$ cat src/rtl/gray_counter.sv
// Registered Gray-code counter with up/down, enable and load, plus an independent
// registered Gray-to-binary decode channel. Define GRAY_CNT_SAT_EN to saturate at the bounds.
module gray_counter #(
  parameter int unsigned       WIDTH   = 4,
  parameter logic [WIDTH-1:0]  RST_VAL = '0
) (
  input  logic             clk,
  input  logic             rst,
  input  logic             en,
  input  logic             up,
  input  logic             load,
  input  logic [WIDTH-1:0] ld_val,
  output logic [WIDTH-1:0] bin,
  output logic [WIDTH-1:0] gray,
  output logic             wrap,
  input  logic [WIDTH-1:0] gin,
  input  logic             gin_vld,
  output logic [WIDTH-1:0] bout,
  output logic             bout_vld
);

  localparam logic [WIDTH-1:0] MaxVal   = '1;
  localparam logic [WIDTH-1:0] RstGray  = RST_VAL ^ (RST_VAL >> 1);

  logic [WIDTH-1:0] bin_q, bin_d;
  logic [WIDTH-1:0] gray_q, gray_d;
  logic [WIDTH-1:0] bout_q, bout_d;
  logic             wrap_q, wrap_d;
  logic             bout_vld_q;

  always_comb begin
    bin_d  = bin_q;
    wrap_d = 1'b0;
    if (load) begin
      bin_d = ld_val;
    end else if (en) begin
      if (up) begin
        if (bin_q == MaxVal) begin
          wrap_d = 1'b1;
`ifdef GRAY_CNT_SAT_EN
          bin_d  = MaxVal;
`else
          bin_d  = '0;
`endif
        end else begin
          bin_d = bin_q + WIDTH'(1);
        end
      end else begin
        if (bin_q == '0) begin
          wrap_d = 1'b1;
`ifdef GRAY_CNT_SAT_EN
          bin_d  = '0;
`else
          bin_d  = MaxVal;
`endif
        end else begin
          bin_d = bin_q - WIDTH'(1);
        end
      end
    end
    // Gray derives from the next binary value so both registers stay coherent.
    gray_d = bin_d ^ (bin_d >> 1);
  end

  // Each binary bit is the XOR of all Gray bits at or above it.
  always_comb begin
    bout_d = bout_q;
    if (gin_vld) begin
      for (int i = 0; i < WIDTH; i++) begin
        bout_d[i] = ^(gin >> i);
      end
    end
  end

  always_ff @(posedge clk) begin
    if (rst) begin
      bin_q      <= RST_VAL;
      gray_q     <= RstGray;
      wrap_q     <= 1'b0;
      bout_q     <= '0;
      bout_vld_q <= 1'b0;
    end else begin
      bin_q      <= bin_d;
      gray_q     <= gray_d;
      wrap_q     <= wrap_d;
      bout_q     <= bout_d;
      bout_vld_q <= gin_vld;
    end
  end

  assign bin      = bin_q;
  assign gray     = gray_q;
  assign wrap     = wrap_q;
  assign bout     = bout_q;
  assign bout_vld = bout_vld_q;

endmodule

$ cat config.mk
export PLATFORM = sky130hd
export DESIGN_NAME = gray_counter
export DESIGN_NICKNAME = d
export VERILOG_FILES = /design/src/rtl/gray_counter.sv
export SDC_FILE = /design/constraint.sdc
export NUM_CORES = 1
export LEC_CHECK = 0
export ABC_AREA = 1
export BUFFER_PORTS_ARGS = -buffer_cell sky130_fd_sc_hd__buf_2
export CAP_MARGIN = 20
export CELL_PAD_IN_SITES_DETAIL_PLACEMENT = 0
export CELL_PAD_IN_SITES_GLOBAL_PLACEMENT = 1
export CORE_MARGIN = 2
export CORE_UTILIZATION = 29
export DETAILED_ROUTE_END_ITERATION = 16
export PLACE_DENSITY_LB_ADDON = 0.1
export RECOVER_POWER = 50
export SYNTH_ARGS = -nofsm -noshare
export SYNTH_HDL_FRONTEND = slang
export SYNTH_SLANG_ARGS = --single-unit
$ cat constraint.sdc
create_clock -name clk -period 2.3 [get_ports clk]
set_clock_uncertainty 0.2 [all_clocks]
set_input_delay 0.115 -clock clk [delete_from_list [all_inputs] [get_ports clk]]
set_output_delay 0.115 -clock clk [all_outputs]
set_load 0.01 [all_outputs]
==> results of run 1 <==
## metal layers
| metal | track usage [%] | vias to the layer above | part of all wire [%] |
|---|---|---|---|
| met4 | 3.85 | 0 | 0.71 |
| met1 | 17.0 | 302 | 49 |
| li1 | - | 386 | - |
| met3 | 4.29 | 2 | 7.1 |
| met5 | 0 | - | 0 |
| met2 | 20.0 | 18 | 43 |
## worst paths after layout
kind / to / from / cells after the start
worst max-delay path: bin[2]$_SDFF_PP0_ / bin[0]$_SDFF_PP0_ / 11
worst min-delay path: bin[1]$_SDFF_PP0_ / ld_val[1] / 5
worst max register to register: bin[2]$_SDFF_PP0_ / bin[0]$_SDFF_PP0_ / 11
worst min register to register: bout[3]$_SDFFE_PP0P_ / bout[3]$_SDFFE_PP0P_ / 2
## worst max-delay path, delay by kind of cell (launching register included)
kind	cells	cell delay [ps]
and+or+nand+nor	3	150
buffers and inverters	4	770
AOI/OAI and AO/OA	3	250
DFF	1	430
adders and majority gates	1	230
## flip-flops by register name, summed over array words and instances, names as in the netlist
name,flops
bin,4
bout,4
gray,3
bout_vld,1
wrap,1
## cells in the final DEF (no fill, tap or decap)
cell           count
o21ai_1            3
xor2_1             2
buf_2             16
nand2_1           18
dlygate4sd3_1     11
nor2_1            14
a211oi_1           1
o21ai_2            1
nand4_1            1
xnor2_1            4
inv_2              2
nand3_2            1
a21oi_2            2
ha_1               2
o21ai_0            4
nand3_1            6
clkbuf_1          12
dfxtp_1           13
clkbuf_4           3
o22a_1             1
inv_1             14
nor2_2             2
a21oi_1            4
## power breakdown
group / internal [mW] / switching, mW
Sequential: 0.244 / 0.0138
Clock: 0.0671 / 0.0671
Combinational: 0.0656 / 0.0783
Total: 0.377 / 0.159
## cell type report
cell class / instances / share of cell area [%]
multi-input cells: 66 / 36.6
flip-flops and latches: 13 / 26.9
repair buffers: 38 / 23.9
inverters: 16 / 6.21
well taps: 28 / 3.62
clock buffers: 4 / 2.72
## cells by family (layout without fill, tap and decap cells)
| group | Yosys count | count (layout) |
|---|---|---|
| and+or+nand+nor | 42 | 42 |
| xor gates and xnor gates | 6 | 6 |
| buffers and inverters | 18 | 58 |
| AOI/OAI and AO/OA | 16 | 16 |
| adders and majority gates | 2 | 2 |
| DFF | 13 | 13 |
## through the flow
stage / setup slack [ps] / cell area, sq um / std cells / hold WS, ps
6_report: 166 / 967 / 165 / 44.8
5_1_grt: 33.6 / 967 / 165 / 97.1
4_1_cts: 152 / 981 / 165 / 42.0
3_5_place_dp: 527 / 845 / 150 / 182
3_3_place_gp: 531 / 845 / 150 / 179
2_1_floorplan: 608 / 687 / 97 / 8.43
==> metrics.txt, run 1 <==
TritonCTS clock tree yes; Unique masters post-synth 21; period utilization slightly above 90%; simple-gate area share of the yosys netlist between 20% and 30%; Pwr per Cell Area 554 mW/mm^2; average size of a mapped cell ~7 sq um; Area Growth Syn to Fin 40.8%; syn_nets roughly 110; Yosys Warn Count 0; Post-synth EDFFs 0; CP Cell Sequence inv_1 -> ha_1 -> inv_1 -> nand2_1 -> nand3_2 -> a21oi_2 -> o21ai_1 -> o21ai_2 -> inv_2 -> nor2_1 -> dlygate4sd3_1; top-count cell post-synth nand2_1; Detailed Route Iter0 Violations 7; die height approximately 53 microns; Slew Limit Fails 0; GRT overflow 0; post-synth top area share 37.9%; Horiz. Die Dim about 53 microns; Final Hold Fails 0; RSZ-0062 raised after global routing no; Crit path top cell by count inv_1; Relative slew margins 79.9%; register bit total from synthesis 13; max_cap viols 0; critical path class reg2reg; Final Setup Violations 0; largest cells by area after synthesis dfxtp_1, nand2_1, inv_1; drt pass-1 iters 3; Max Fclk around 470 MHz; Clock Path Buffers 2; largest net degree at the start of global routing 9; fin nets roughly 150; wirelength, routed between 1.5 and 2 mm; Worst Tran Pin Value ~300 ps; # Post-CTS Setup Buffers 0; startpoint types flip-flop; crit path time final about 2100 ps; PortBufs 27; hold buffer count at cts 11; Initial Util 30.8%; Final Util 43.3%; Worst Hold Class in2reg; crit path DAT 2090 ps; slowest CP cell dlygate4sd3_1; Die ar. 0.00277 sq mm; cells after synthesis 97; CTS Buf Count 3; multiplexer share of the synthesized area 0%; CP max stage delay roughly 540 ps; Synth top cells by count nand2_1, inv_1, nor2_1; CTS Sinks 13; crit path capture type flip-flop; core area 0.00223 sq mm; Data required, critical path around 2300 ps; Power Total between 0.5 and 0.6 mW; first-pass GRT wire length around 2.7 mm; crit-path max FO 6; Synth Cell Area slightly below 700 sq um; vias in the first global route 623; IO Count 28; peak supply drop 0.000427 V; Setup TNS 0 ps; clk root buf clkbuf_4; R2R setup slack between 150 and 200 ps; Leak around 0.48 nW; largest family of logic cells by synthesized area simple AND/OR/NAND/NOR gates; wire per inst approximately 9.5 microns; run status finished, final reports clean; Clock Latency Late Sink 270 ps; complex-gate fraction of the synthesized area 14.2%; total number of vias 708; Worst-path clk slew 70 ps; htree depth 1; post-cts sizing count 0; proportion of layout cells with a drive suffix above 1 19.7%; Reg area around 260 sq um; register area share after synthesis ~38%; Total Routing Usage GR 13.0%; Via density 4.29; fill count about 260; Multi-input gate area 354 sq um; dpl hpwl around 1.2 mm; routability-driven placement congestion ratio ~0.8; Post-Synth Adder-Cell Area 3.64%; Most used DFF post-synth dfxtp_1; Yosys top cell by area dfxtp_1; Post-Synth XOR/XNOR Area 7.65%; Routed Antenna Nets 0; Residual DRC 0; antenna violations before repair 0; # diodes 0; asr flop ratio synth 0%; FP Rows 17
Power figures use the tool's default switching activity.
==> inputs of run 2 (changes only) <==
CORE_UTILIZATION = 31   (was 29)
==> run 2 against run 1 <==
Net effect: critical path depth decreased by 5; die area is 6.0% lower; clock-buffer cell count unchanged; first-iteration DRC count is 29% lower; final area fell by 1.0%; non-clock buffer count down 1; final cell count fell by 0.61%; register-to-register slack better by 300 ps.
==> metrics.txt, run 2 (synthesis results as in run 1) <==
dpl hpwl 1.18 mm (-2.4%); period utilization 81.7% (-11 points); R2R Path End wrap$_SDFF_PP0_; worst r2r src bin[0]$_SDFF_PP0_; Setup TNS 0 ps (unchanged); fin area 957 sq um (-1.0%); Internal 0.375 mW (-0.46%); IO Count 28 (unchanged); Slew Limit Fails 0 (unchanged); Worst Setup EP bout[1]$_SDFFE_PP0P_; Comb power frac 26.3% (-0.6 points); Sw Share 30.1% (+0.43 points); crit path DAT 1840 ps (-250 ps); die height 51.1 microns (-3.0%); Worst Hold Class in2reg; proportion of layout cells with a drive suffix above 1 19.9% (+0.14 points); total number of vias 712 (+0.56%); drt pass-1 iters 3 (unchanged); Horiz. Die Dim 51.1 microns (-3.0%); fill count 241 (-6.9%); clk root buf clkbuf_4; Power Total 0.537 mW (+0.16%); post-cts sizing count 0 (unchanged); Final Setup Violations 0 (unchanged); # Post-CTS Setup Buffers 0 (unchanged); # diodes 0 (unchanged); Area Growth Syn to Fin 39.3%; minimum hold slack 10.9 ps (-33.8 ps); switching power 0.162 mW (+1.6%); crit-path max FO 3 (-3); Seq pwr share 47.9% (-0.2 points); GRT overflow 0 (unchanged); Clock Path Buffers 2 (unchanged); wirelength, routed 1.49 mm (-4.6%); most frequent cells in the layout nand2_1, buf_2, inv_1, nor2_1, dfxtp_1; first-pass GRT wire length 2.53 mm (-5.4%); Worst-path clk slew 70 ps (about the same); fin nets 153 (-0.65%); clock power share 25.8% (+0.8 points); Residual DRC 0 (unchanged); hold buffer count at cts 10 (-1); FP Rows 17 (unchanged); CP startpoint gin[3]; peak supply drop 0.000293 V (-31%); CTS Buf Count 3 (unchanged); Final Hold Fails 0 (unchanged); Initial Util 32.0% (+1.2 points); crit path time final 1880 ps (-255 ps); TritonCTS clock tree yes; Max Fclk 532 MHz (+14%); Pwr per Cell Area 561 mW/mm^2 (+1.2%); critical path class in2reg; largest net degree at the start of global routing 9 (unchanged); Via density 4.34 (+1.2%); core area 0.00215 sq mm (-3.8%); wire per inst 9.08 microns (-4.0%); Data required, critical path 2260 ps (about the same); max_cap viols 0 (unchanged); run status finished, final reports clean; htree depth 1 (unchanged); Die ar. 0.00261 sq mm (-6.0%); Relative slew margins 79.8% (-0.082 points); Worst Tran Pin Value 302 ps (+1.22 ps); vias in the first global route 636 (+2.1%); PortBufs 27 (unchanged); Total Routing Usage GR 13.4% (+0.42 points); antenna violations before repair 0 (unchanged); Detailed Route Iter0 Violations 5 (-2); RSZ-0062 raised after global routing no; Clock Latency Late Sink 270 ps (about the same); Routed Antenna Nets 0 (unchanged); Leak 0.472 nW (-1.6%); R2R depth 4 (-7); DP Area 845 sq um (unchanged); CTS Sinks 13 (unchanged); most common cell after layout, fill and taps aside nand2_1; crit path capture type flip-flop; R2R setup slack 470 ps (+300 ps); startpoint types input pin; Placement Setup Slack 544 ps (+16.5 ps); routability-driven placement congestion ratio 0.734 (-8.2%); Final WS setup 420 ps (+255 ps)
[run 2: changes by cell type in the layout (fill, tap and decap cells not counted)]
cell / previous run / this run
dlygate4sd3_1: 11 / 10
[run 2: area by class of cell]
class / count / area (sq um) / area share [%]
inverter: 16 / 60.1 / 6.27
multi-input combinational: 66 / 354 / 37.0
clock buffer: 4 / 26.3 / 2.75
tap: 28 / 35.0 / 3.66
sequential: 13 / 260 / 27.2
timing repair buffer: 37 / 221 / 23.1
[run 2: power by group through the flow]
stage	clock, mW	combinational (mW)	sequential (mW)
global route	0.161	0.161	0.260
floorplan	0	0.0782	0.271
detailed placement	0	0.134	0.262
CTS	0.146	0.148	0.257
finish	0.138	0.141	0.257
global placement	0	0.135	0.262
[run 2: worst min path at each step]
stage,from,end,slack (ps),cells after the start
6_report,load,bin[3]$_SDFF_PP0_,10,4
5_1_grt,load,bin[3]$_SDFF_PP0_,40,4
4_1_cts,load,bin[3]$_SDFF_PP0_,8,4
3_5_place_dp,gin_vld,bout[1]$_SDFFE_PP0P_,180,2
3_3_place_gp,gin_vld,bout[1]$_SDFFE_PP0P_,170,2
2_1_floorplan,up,wrap$_SDFF_PP0_,8,1
[run 2: per-stage QoR]
step,utilization [%],instances
2_1_floorplan,-,97
3_3_place_gp,39.3,150
3_5_place_dp,39.3,150
4_1_cts,45.2,164
5_1_grt,44.6,164
6_report,44.6,164
[run 2: routing by layer]
| metal | share of wire [%] | track usage [%] | up-vias |
|---|---|---|---|
| met1 | 42 | 15.6 | 307 |
| met3 | 6.4 | 2.34 | 4 |
| li1 | - | - | 381 |
| met4 | 2.2 | 9.46 | 0 |
| met5 | 0 | 0 | - |
| met2 | 49 | 22.1 | 20 |
[run 2: critical path: stages]
cell and delay [ps]:
dlygate4sd3_1 530, buf_2 130, xor2_1 280, xnor2_1 160
a21oi_1 70, dlygate4sd3_1 550
==> inputs of run 3 (changes only) <==
CORE_UTILIZATION = 28   (was 31)
clock period = 1.66 ns   (was 2.3 ns; I/O delays follow)
==> run 3 against run 2 <==
Net effect: the run now ends with negative hold slack left; utilization increased by 3.0 points; sequential cell count stayed put; critical path depth grew 3; non-clock buffer count increased by 8; clock-buffer cell count unchanged; critical endpoint is now gray[0]$_SDFF_PP0_; via count up 5.1%; setup slack got worse by 350 ps; largest cell class unchanged; final cell count increased by 4.9%; worst hold slack worse by 17 ps.
==> metrics.txt, run 3 (synthesis results as in run 1) <==
dpl hpwl 1.26 mm (+7.1%); Die ar. 0.00287 sq mm (+9.9%); max_cap viols 0 (unchanged); Final Setup Violations 0 (unchanged); Pwr per Cell Area 730 mW/mm^2 (+30%); total number of vias 748 (+5.1%); crit-path max FO 3 (unchanged); first-pass GRT wire length 2.70 mm (+6.5%); run status finished, violations left; PortBufs 27 (unchanged); Worst-path clk slew 80 ps (about the same); Max Fclk 631 MHz; Relative slew margins 80.5% (+0.74 points); clk root buf clkbuf_4; crit path time final 1590 ps; Clock Path Buffers 2 (unchanged); Data required, critical path 1630 ps (-630 ps); largest net degree at the start of global routing 8 (-1); wirelength, routed 1.67 mm (+12%); GRT overflow 0 (unchanged); fin cells 172 (+4.9%); drt pass-1 iters 2 (-1); crit path DAT 1550 ps (-290 ps); Initial Util 30.2% (-1.8 points); wire per inst 9.70 microns (+6.9%); FP Rows 17 (unchanged); Final Util 47.6% (+3.0 points); Horiz. Die Dim 53.5 microns (+4.8%); Final Hold Fails 1 (+1); routability-driven placement congestion ratio 0.747 (+1.7%); Clock Latency Late Sink 270 ps (about the same); critical path class reg2reg; vias in the first global route 695 (+9.3%); R2R depth 9 (+5); placed cells 152 (+1.3%); Total Routing Usage GR 13.2% (-0.22 points); # diodes 0 (unchanged); CTS Sinks 13 (unchanged); Slew Limit Fails 0 (unchanged); peak supply drop 0.000362 V (+23%); IO Count 28 (unchanged); Routed Antenna Nets 0 (unchanged); die height 53.5 microns (+4.8%); Placement Setup Slack 18.1 ps (-526 ps); Area Growth Syn to Fin 57.6%; Worst Hold Class in2reg; most frequent cells in the layout buf_2, nand2_1, nor2_1; core area 0.00228 sq mm (+5.9%); Hold Path Stages 5 (+1); failing checks negative hold slack; proportion of layout cells with a drive suffix above 1 34.7% (+15 points); crit path capture type flip-flop; Setup TNS 0 ps (unchanged); Final WS setup 74.9 ps (-346 ps); fin nets 161 (+5.2%); Worst Tran Pin Value 291 ps (-11.0 ps); TritonCTS clock tree yes; most common cell after layout, fill and taps aside buf_2; Detailed Route Iter0 Violations 4 (-1); htree depth 1 (unchanged); Leak 0.512 nW (+8.7%); Via density 4.35 (+0.17%); RSZ-0062 raised after global routing yes; Residual DRC 0 (unchanged); antenna violations before repair 0 (unchanged); period utilization between 90% and 100%; CTS Buf Count 3 (unchanged); startpoint types flip-flop; minimum hold slack -6.19 ps (-17.1 ps)
==> run 3: power by group <==
part / internal (mW) / switching, mW
combinational: 0.117 / 0.124
clock: 0.0929 / 0.101
sequential: 0.338 / 0.0177
total: 0.549 / 0.242
==> run 3: metal layers <==
layer,up-vias,global-route usage (%),routed length [microns]
li1,399,-,-
met2,16,23.7,867
met5,-,0,0
met3,2,2.50,75
met1,331,14.3,708
met4,0,7.69,17
==> run 3: final cells by class <==
class / instances / area, sq um
inverters: 16 / 60.1
clock buffers: 4 / 26.3
flip-flops and latches: 13 / 265
repair buffers: 45 / 295
well taps: 28 / 35.0
multi-input cells: 66 / 400
fillers: 240 / 1190
==> run 3: stage by stage <==
stage	instance area, sq um	total power [mW]
2_1_floorplan	688	0.484
6_report	1080	0.791
3_3_place_gp	861	0.557
3_5_place_dp	861	0.557
4_1_cts	1010	0.781
5_1_grt	1080	0.858
==> run 3: worst max-delay path, stage by stage, from the launching register on <==
cell,delay [ps]
dfxtp_2,360
inv_2,60
ha_4,250
xor2_1,140
nand2_1,80
nand2_2,60
nand2_2,60
inv_2,80
nor2_2,40
o22a_1,150
==> run 3: worst paths after layout <==
path | startpoint | end | slack (ps)
max | bin[0]$_SDFF_PP0_ | gray[0]$_SDFF_PP0_ | 70
min | ld_val[1] | bin[1]$_SDFF_PP0_ | -6
max reg2reg | bin[0]$_SDFF_PP0_ | gray[0]$_SDFF_PP0_ | 70
min reg2reg | bout[3]$_SDFFE_PP0P_ | bout[3]$_SDFFE_PP0P_ | 310
==> run 3: repair_timing <==
action / in CTS / in global routing
setup buffers: 1 / 3
hold buffers: 12 / 0
endpoints found under the hold margin: 12 / 0
gates resized for setup: 0 / 20
endpoints found under the setup margin: 1 / 4
pin swaps: 0 / 8
